## config.mk

```make
export PLATFORM = sky130hd
export DESIGN_NAME = wb_unit
export DESIGN_NICKNAME = d
export VERILOG_FILES = /design/src/rtl/wb_unit.sv
export SDC_FILE = /design/constraint.sdc
export NUM_CORES = 1
export LEC_CHECK = 0
export ABC_AREA = 1
export BUFFER_PORTS_ARGS = -buffer_cell sky130_fd_sc_hd__buf_2
export CAP_MARGIN = 20
export CORE_MARGIN = 2
export CORE_UTILIZATION = 34
export DETAILED_ROUTE_END_ITERATION = 8
export GPL_TIMING_DRIVEN = 0
export HOLD_SLACK_MARGIN = 0.02
export PLACE_DENSITY_LB_ADDON = 0.25
export SYNTH_ARGS = -nofsm -noshare
export SYNTH_HDL_FRONTEND = slang
export SYNTH_SLANG_ARGS = --single-unit
export TNS_END_PERCENT = 100
```

## constraint.sdc

```tcl
create_clock -name clk -period 1.45 [get_ports clk]
set_input_delay 0.145 -clock clk [delete_from_list [all_inputs] [get_ports clk]]
set_output_delay 0.145 -clock clk [all_outputs]
set_load 0.05 [all_outputs]
```

## src/rtl/wb_unit.sv

```systemverilog
// ---------------------------------------------------------------------------
// wb_unit
// Write-back stage for the pipeline. It combines three things:
//   - the MEM/WB pipeline register;
//   - a four-way result select (ALU result, load data, link address,
//     upper immediate);
//   - sub-word load extraction with sign or zero extension.
// It drives the register-file write port and the forwarding-valid flag, and
// keeps a count of retired instructions.
//
// Parameters
//   DATA_W  datapath width (32 or 64)
//   REG_AW  register address width
//   CNT_W   retired-instruction counter width
//
// Ports
//   clk, rst_n   clock, asynchronous active-low reset
//   valid_in     MEM stage presents a valid instruction
//   stall        hold the stage (inputs not sampled)
//   flush        kill the instruction being captured
//   wb_sel       result source: 00 alu, 01 load, 10 pc_plus4, 11 imm
//   mem_size     load size: 00 byte, 01 half, 10 word32, 11 full width
//   mem_signed   sign-extend (1) or zero-extend (0) the load lane
//   byte_off     load address bits [1:0]
//   alu_result, mem_data, pc_plus4, imm   candidate results
//   rd_addr, reg_write                    destination and write intent
//   rf_we        one-cycle write pulse per captured writing instruction
//   rf_waddr     write address (stage register)
//   rf_wdata     write data (stage register)
//   fwd_valid    stage holds a pending write usable for forwarding
//   retired      count of retired valid instructions (wraps)
// ---------------------------------------------------------------------------
module wb_unit #(
  parameter int DATA_W = 32,
  parameter int REG_AW = 5,
  parameter int CNT_W  = 32
) (
  input  logic              clk,
  input  logic              rst_n,
  input  logic              valid_in,
  input  logic              stall,
  input  logic              flush,
  input  logic [1:0]        wb_sel,
  input  logic [1:0]        mem_size,
  input  logic              mem_signed,
  input  logic [1:0]        byte_off,
  input  logic [DATA_W-1:0] alu_result,
  input  logic [DATA_W-1:0] mem_data,
  input  logic [DATA_W-1:0] pc_plus4,
  input  logic [DATA_W-1:0] imm,
  input  logic [REG_AW-1:0] rd_addr,
  input  logic              reg_write,
  output logic              rf_we,
  output logic [REG_AW-1:0] rf_waddr,
  output logic [DATA_W-1:0] rf_wdata,
  output logic              fwd_valid,
  output logic [CNT_W-1:0]  retired
);

  logic [7:0]        byte_lane;
  logic [15:0]       half_lane;
  logic [31:0]       word_lane;
  logic [DATA_W-1:0] load_val;
  logic [DATA_W-1:0] result;
  logic              capture_v;
  logic              capture_we;

  logic              we_q;
  logic              first_q;
  logic [REG_AW-1:0] waddr_q;
  logic [DATA_W-1:0] wdata_q;
  logic [CNT_W-1:0]  retired_q;

  // Lane extraction and extension. The lanes are cut out by shifting the raw
  // little-endian word right by the lane offset; the half lane only looks at
  // byte_off[1], so a misaligned half silently reads the aligned half.
  // Sign extension relies on casting a signed lane up to DATA_W.
  always_comb begin
    byte_lane = 8'(mem_data >> {byte_off, 3'b000});
    half_lane = 16'(mem_data >> {byte_off[1], 4'b0000});
    word_lane = mem_data[31:0];
    load_val  = mem_data;
    case (mem_size)
      2'b00:   load_val = mem_signed ? DATA_W'($signed(byte_lane)) : DATA_W'(byte_lane);
      2'b01:   load_val = mem_signed ? DATA_W'($signed(half_lane)) : DATA_W'(half_lane);
      2'b10:   load_val = mem_signed ? DATA_W'($signed(word_lane)) : DATA_W'(word_lane);
      default: load_val = mem_data;
    endcase
  end

  // Result select plus the valid / write-enable terms for the capture.
  // A flushed instruction still loads its address and data, it just never
  // becomes valid; r0 is never written, but its data is still captured.
  always_comb begin
    result = alu_result;
    case (wb_sel)
      2'b00:   result = alu_result;
      2'b01:   result = load_val;
      2'b10:   result = pc_plus4;
      default: result = imm;
    endcase
    capture_v  = valid_in & ~flush;
    capture_we = capture_v & reg_write & (rd_addr != '0);
  end

  // Stage register. 'first_q' marks the cycle straight after a capture, so
  // rf_we pulses once even when the stage is then held by a stall. During a
  // stall only flush can act: it kills the pending write and keeps
  // address/data.
  always_ff @(posedge clk or negedge rst_n) begin
    if (!rst_n) begin
      we_q      <= 1'b0;
      first_q   <= 1'b0;
      waddr_q   <= '0;
      wdata_q   <= '0;
      retired_q <= '0;
    end else if (!stall) begin
      we_q    <= capture_we;
      first_q <= 1'b1;
      waddr_q <= rd_addr;
      wdata_q <= result;
      if (capture_v) begin
        retired_q <= retired_q + CNT_W'(1);
      end
    end else begin
      first_q <= 1'b0;
      if (flush) begin
        we_q <= 1'b0;
      end
    end
  end

  assign rf_we     = we_q & first_q;
  assign fwd_valid = we_q;
  assign rf_waddr  = waddr_q;
  assign rf_wdata  = wdata_q;
  assign retired   = retired_q;

endmodule

```

==> metrics.md, run 1 <==
| Metric | Value |
|---|---|
| Syn Area/Cell | `6.47 um2` |
| Final hold viol count | `0` |
| Most used routing layer | `met2` |
| Worst Setup Slack, final | `-0.0502 ns` |
| Warnings from Yosys | `0` |
| Outcome | `finished with violations` |
| TritonCTS clock tree | `done` |
| Reg-to-reg slack, setup | `-0.05 ns` |
| Vias per std cell | `4.84` |
| Port buffer count | `213` |
| Placer Congestion | `0.913` |
| Worst R2R Path Depth | `7` |
| Iter 0 DRT Violations | `282` |
| Fillcell total | `1,464` |
| Hold WC Path Type | `in2reg` |
| CTS Buf Count | `9` |
| Startpoint Class | `register` |
| Synth Register Bits | `71` |
| GR Util met3 | `0.0468` |
| Vias in the first global route | `5,619` |
| Worst vdd ir | `0.000586 V` |
| Wire per inst | `15.7 um` |
| RSZ-0062 raised after global routing | `yes` |
| H-tree level count | `3` |
| Fin crit share | `1.03` |
| Synth cell types | `36` |
| Final nets | `1,165` |
| Met2 Usage GRT | `0.388` |
| Post-layout util | `0.511` |
| Crit path time final | `1.50 ns` |
| DP HPWL | `14,800 um` |
| Max-slew violations | `0` |
| Grt ovf | `0` |
| Crit Path Class | `reg2reg` |
| Worst-Margin Slew | `0.666 ns` |
| Layout Skew | `0.00535 ns` |
| Die Span Y | `124 um` |
| DR pass1 iterations | `5` |
| Commonest non-fill, non-tap cell in the layout | `nand2_1` |
| Vias | `5,832` |
| Rows | `43` |
| Total track usage | `0.239` |
| First-pass GRT wire length | `29,200 um` |
| Met1 Usage GRT | `0.316` |
| Die X | `124 um` |
| Power per Cell Area | `997 nW/um2` |
| Non-filler cells, final | `1,204` |
| Violated checks | `setup timing` |
| Clk pin slew, worst setup/hold paths | `0.06 ns` |
| Setup violations, final | `8` |
| # DRC | `0` |
| Seq/Total Area, Yosys | `0.361` |
| Mapped Area | `4920 um2` |
| Area growth, synth to finish | `45.4%` |
| Largest net degree at the start of global routing | `60` |
| Worst path required time | `1.67 ns` |
| IO Pins | `217` |
| Final TNS setup | `-0.246 ns` |
| Antenna Nets Post-Route | `0` |
| Cell chosen for the clock root | `clkbuf_16` |
| Data arrival, critical path | `1.72 ns` |
| Initial antenna violation count | `2` |
| Die ar. | `15,400 um2` |
| Post-Syn Instances | `760` |
| Peak Freq | `0.667 GHz` |
| Max_slew headroom | `0.556` |
| Inst Count DP | `1,154` |
| Share of layout cells above drive strength 1 | `0.375` |
| Static leakage | `3.84 nW` |
| Core area | `14,000 um2` |
| Clk Latency, worst-skew pair | `0.34 ns` |
| Max Buffers Root-to-Sink | `2` |
| Critical-path maximum fanout | `4` |
| Post-Syn Nets | `907` |
| Critical Path End Type | `register` |
| Initial Utilization | `0.352` |
| Most frequent cells in the layout | `nand2_1, buf_2, nor2_1, dfrtp_1, inv_1` |
| Max-cap viol count | `0` |
| Min-Delay Path Depth | `2` |
| Clock Sinks | `71` |
| Routed WL | `18,900 um` |
[routing by layer]
metal	wire, um	share of wire
met5	7	0.00037
met4	495	0.026
met3	1190	0.063
met2	8630	0.46
met1	8550	0.45
[worst paths after layout]
| kind | endpoint | start |
|---|---|---|
| max reg2reg | retired[18] | retired[1] |
| max in group asynchronous | retired[6] | rst_n |
| min | fwd_valid | flush |
| max | retired[18] | retired[1] |
| min in group asynchronous | rf_wdata[2] | rst_n |
| min reg2reg | rf_wdata[15] | rf_wdata[15] |
[power by group]
part / internal, mW / leakage (nW) / switching [mW]
clock network: 1.39 / 0.139 / 0.918
registers: 2.21 / 0.858 / 0.220
logic: 0.750 / 2.85 / 1.64
[worst max-delay path: stages (launching register included)]
cell and delay (ns):
dfrtp_2 0.40, ha_4 0.16, nand3_4 0.09, nor2_4 0.16, nand3_4 0.10, nor2_4 0.18
nand3_1 0.14, xnor2_1 0.16
[Yosys cell counts]
| master | n | area, um2 |
|---|---|---|
| a22oi_1 | 3 | 22.5 |
| nand3_1 | 33 | 165 |
| xor2_1 | 12 | 105 |
| nand4_1 | 5 | 31.3 |
| a21o_1 | 5 | 37.5 |
| xnor2_1 | 5 | 43.8 |
| nand2_2 | 12 | 75.1 |
| inv_1 | 49 | 184 |
| a21oi_1 | 5 | 25.0 |
| buf_4 | 1 | 7.51 |
| clkinv_1 | 1 | 3.75 |
| o21ai_1 | 1 | 5.00 |
| nand3_4 | 1 | 17.5 |
| nand2_1 | 325 | 1220 |
| inv_8 | 1 | 11.3 |
| o21bai_1 | 1 | 7.51 |
| dfrtp_1 | 71 | 1780 |
| nor2_8 | 1 | 20.0 |
| nand2_4 | 4 | 45.0 |
| clkbuf_1 | 18 | 67.6 |
| nor2_4 | 1 | 11.3 |
| ha_1 | 1 | 12.5 |
| nor2_2 | 6 | 37.5 |
| nand3b_1 | 5 | 37.5 |
| o311ai_0 | 1 | 8.76 |
| a221oi_1 | 25 | 219 |
| buf_6 | 1 | 11.3 |
| buf_12 | 1 | 20.0 |
| buf_2 | 8 | 40.0 |
| buf_1 | 1 | 3.75 |
| a21boi_0 | 3 | 22.5 |
| inv_2 | 1 | 3.75 |
| nor3_1 | 9 | 45.0 |
| o21ai_0 | 23 | 115 |
| nor2_1 | 118 | 443 |
| nor3b_1 | 2 | 15.0 |
[flip-flops by register name, indices dropped and copies added, names as in the netlist]
name	count
retired	32
rf_wdata	32
rf_waddr	5
first_q	1
fwd_valid	1
[cell type report]
cell class | instances | area [um2] | share of cell area
repair buffers | 247 | 1350 | 0.189
plain buffers | 30 | 154 | 0.0215
clock buffers | 12 | 246 | 0.0345
clock inverters | 4 | 53.8 | 0.00752
inverters | 52 | 208 | 0.0290
flip-flops and latches | 71 | 1810 | 0.253
diodes | 1 | 2.50 | 0.000350
well taps | 180 | 225 | 0.0315
multi-input cells | 607 | 3100 | 0.433
[metrics by stage]
step	instance area (um2)	hold WS (ns)	power, mW	worst slack, ns
finish	7150	0.0474	7.13	-0.0502
global route	7150	0.0468	7.47	-0.140
CTS	6820	0.0352	7.04	0.00177
detailed placement	6360	0.0264	4.63	-0.465
global placement	6330	0.359	4.61	-0.409
floorplan	5040	-0.151	3.89	-0.135
[what timing repair did]
| action | 4_1_cts | 5_1_grt |
|---|---|---|
| resized for setup | 11 | 54 |
| setup endpoints to repair | 15 | 25 |
| pin swaps | 7 | 20 |
| cloned | 0 | 0 |
| hold buffers | 3 | 0 |
| setup buffers | 11 | 19 |
| endpoints found under the hold margin | 73 | 0 |
[logic make-up after synthesis]
kind of cell / after synthesis / synth area share
AOI/OAI and AO/OA: 67 / 0.0941
buffers and inverters: 82 / 0.0718
DFF: 71 / 0.361
adders and majority gates: 1 / 0.00254
xor gates and xnor gates: 17 / 0.0303
and+or+nand+nor: 522 / 0.440
No activity file was read; power rests on OpenSTA's default activity.
==> inputs of run 2 (changes only) <==
--- a/config.mk
+++ b/config.mk
@@ -10,6 +10,7 @@
 export CAP_MARGIN = 20
 export CORE_MARGIN = 2
 export CORE_UTILIZATION = 34
+export CTS_CLUSTER_SIZE = 24
 export DETAILED_ROUTE_END_ITERATION = 8
 export GPL_TIMING_DRIVEN = 0
 export HOLD_SLACK_MARGIN = 0.02
==> constraint.sdc (replaced) <==
create_clock -name clk -period 1.6 [get_ports clk]
set_input_delay 0.16 -clock clk [delete_from_list [all_inputs] [get_ports clk]]
set_output_delay 0.16 -clock clk [all_outputs]
set_load 0.05 [all_outputs]
==> metrics.md, run 2 (synthesis gave the netlist of run 1 again) <==
| Metric | Value |
|---|---|
| CP peak stage delay | `0.40 ns (about the same)` |
| Rows | `43 (unchanged)` |
| Initial antenna violation count | `3 (was 2)` |
| Startpoint Class | `register (unchanged)` |
| Final instance area | `6750 um2 (was 7150 um2)` |
| Hold WC Path Type | `in2reg (unchanged)` |
| Worst path required time | `1.82 ns (was 1.67 ns)` |
| RSZ-0062 raised after global routing | `yes (unchanged)` |
| Crit Path Class | `reg2reg (unchanged)` |
| Initial Utilization | `0.352 (unchanged)` |
| Vias | `5,688 (was 5,832)` |
| Most frequent cells in the layout | `nand2_1, buf_2, nor2_1, dfrtp_1, inv_1 (unchanged)` |
| Vias in the first global route | `5,279 (was 5,619)` |
| # DRC | `0 (unchanged)` |
| CP cell instances | `ha_4 -> nand3_4 -> nor2_4 -> nand3_2 -> nor2_4 -> nand3_1 -> xnor2_1 (was ha_4 -> nand3_4 -> nor2_4 -> nand3_4 -> nor2_4 -> nand3_1 -> xnor2_1)` |
| Routed WL | `17,800 um (was 18,900 um)` |
| Final hold viol count | `0 (unchanged)` |
| Share of layout cells above drive strength 1 | `0.307 (was 0.375)` |
| Clk Latency, worst-skew pair | `0.34 ns (about the same)` |
| Worst-Margin Slew | `0.680 ns (was 0.666 ns)` |
| Most frequent CP cell | `nor2_4` |
| H-tree level count | `3 (unchanged)` |
| Wire per inst | `15.1 um (was 15.7 um)` |
| Placer Congestion | `0.893 (was 0.913)` |
| Die X | `124 um (unchanged)` |
| Core area | `14,000 um2 (unchanged)` |
| Final nets | `1,138 (was 1,165)` |
| Max-cap viol count | `0 (unchanged)` |
| WHS | `0.0492 ns (was 0.0474 ns)` |
| DR pass1 iterations | `6 (was 5)` |
| DP HPWL | `14,300 um (was 14,800 um)` |
| Final TNS setup | `0 ns (was -0.246 ns)` |
| Cell chosen for the clock root | `clkbuf_16 (unchanged)` |
| Peak Freq | `0.657 GHz (was 0.667 GHz)` |
| Critical-path maximum fanout | `4 (unchanged)` |
| Max-slew violations | `0 (unchanged)` |
| Total track usage | `0.227 (was 0.239)` |
| Iter 0 DRT Violations | `382 (was 282)` |
| Non-filler cells, final | `1,178 (was 1,204)` |
| Post-layout util | `0.483 (was 0.511)` |
| Commonest non-fill, non-tap cell in the layout | `nand2_1 (unchanged)` |
| Largest net degree at the start of global routing | `70 (was 60)` |
| Grt ovf | `0 (unchanged)` |
| Max Buffers Root-to-Sink | `2 (unchanged)` |
| Power per Cell Area | `952 nW/um2 (was 997 nW/um2)` |
| Outcome | `finished, final reports clean (was finished with violations)` |
| First-pass GRT wire length | `27,700 um (was 29,200 um)` |
| Static leakage | `3.66 nW (was 3.84 nW)` |
| Layout Skew | `0.0104 ns (was 0.00535 ns)` |
| Port buffer count | `213 (unchanged)` |
| Vias per std cell | `4.83 (was 4.84)` |
| CTS Buf Count | `9 (unchanged)` |
| Worst Setup Slack, final | `0.0787 ns (was -0.0502 ns)` |
| Critical Path End Type | `register (unchanged)` |
| Placed cell area | `6300 um2 (was 6360 um2)` |
| Area growth, synth to finish | `37.3% (was 45.4%)` |
| Die ar. | `15,400 um2 (unchanged)` |
| Crit path time final | `1.52 ns (was 1.50 ns)` |
| Fin crit share | `0.951 (was 1.03)` |
| Worst vdd ir | `0.000479 V (was 0.000586 V)` |
| Clk pin slew, worst setup/hold paths | `0.06 ns (about the same)` |
| IO Pins | `217 (unchanged)` |
| TritonCTS clock tree | `done (unchanged)` |
| Antenna Nets Post-Route | `0 (unchanged)` |
| Setup WS pre-CTS | `-0.245 ns (was -0.465 ns)` |
| Clock Sinks | `71 (unchanged)` |
| Setup violations, final | `0 (was 8)` |
| Max_slew headroom | `0.546 (was 0.556)` |
| Slowest stage cell on the critical path | `dfrtp_2 (unchanged)` |
| Pwr Total | `6.43 mW (was 7.13 mW)` |
| Data arrival, critical path | `1.74 ns (was 1.72 ns)` |
| Inst Count DP | `1,154 (unchanged)` |
| Die Span Y | `124 um (unchanged)` |
run 2: changes by cell type in the layout (fill, tap and decap cells not counted), moves of 7 or more:
cell | before | now
nor2_2 | 12 | 5
nor2_1 | 102 | 114
nand2_1 | 312 | 323
dfrtp_2 | 27 | 19
nand2_2 | 21 | 13
buf_4 | 32 | 7
dfrtp_1 | 44 | 52
run 2: final cells by class:
cell class / count / area (um2)
Antenna cell: 2 / 5.00
Buffer: 30 / 150
Clock buffer: 11 / 243
Clock inverter: 5 / 81.3
Fill cell: 1460 / 7240
Inverter: 52 / 203
Multi-Input combinational cell: 607 / 2900
Sequential cell: 71 / 1800
Tap cell: 180 / 225
Timing Repair Buffer: 220 / 1140
run 2: report_power, final:
part | total, mW | switching, mW | internal (mW)
registers | 2.19 | 0.186 | 2.00
logic | 2.02 | 1.41 | 0.609
clock network | 2.22 | 0.808 | 1.41
run 2: per-layer routing:
layer  GRT usage  routed length, um  vias up
met5           0                 13        -
met4      0.0905                433        2
met3      0.0434               1130       37
met2       0.347               7930      220
met1       0.317               8320     2553
li1            -                  -     2876
run 2: final timing paths:
path                       slack [ns]  cells after the start    startpoint           end
max                              0.08                      7    retired[0]   retired[18]
min                              0.05                      3    rd_addr[0]   rf_waddr[0]
max reg2reg                      0.08                      7    retired[0]   retired[18]
min reg2reg                      0.48                      2  rf_wdata[15]  rf_wdata[15]
max in group asynchronous        0.89                      3         rst_n    retired[7]
min in group asynchronous        0.17                      2         rst_n   rf_wdata[3]
run 2: worst max-delay path, delay by kind of cell (launching register included):
family / cells / cell delay, ns
and+or+nand+nor: 5 / 0.68
DFF: 1 / 0.40
adders and majority gates: 1 / 0.16
xor gates and xnor gates: 1 / 0.15
run 2: repair_timing:
| action | in CTS | in global routing |
|---|---|---|
| resized for setup | 0 | 16 |
| endpoints found under the hold margin | 71 | 0 |
| setup endpoints to repair | 0 | 17 |
| hold buffers | 1 | 0 |
| buffers inserted | 0 | 5 |
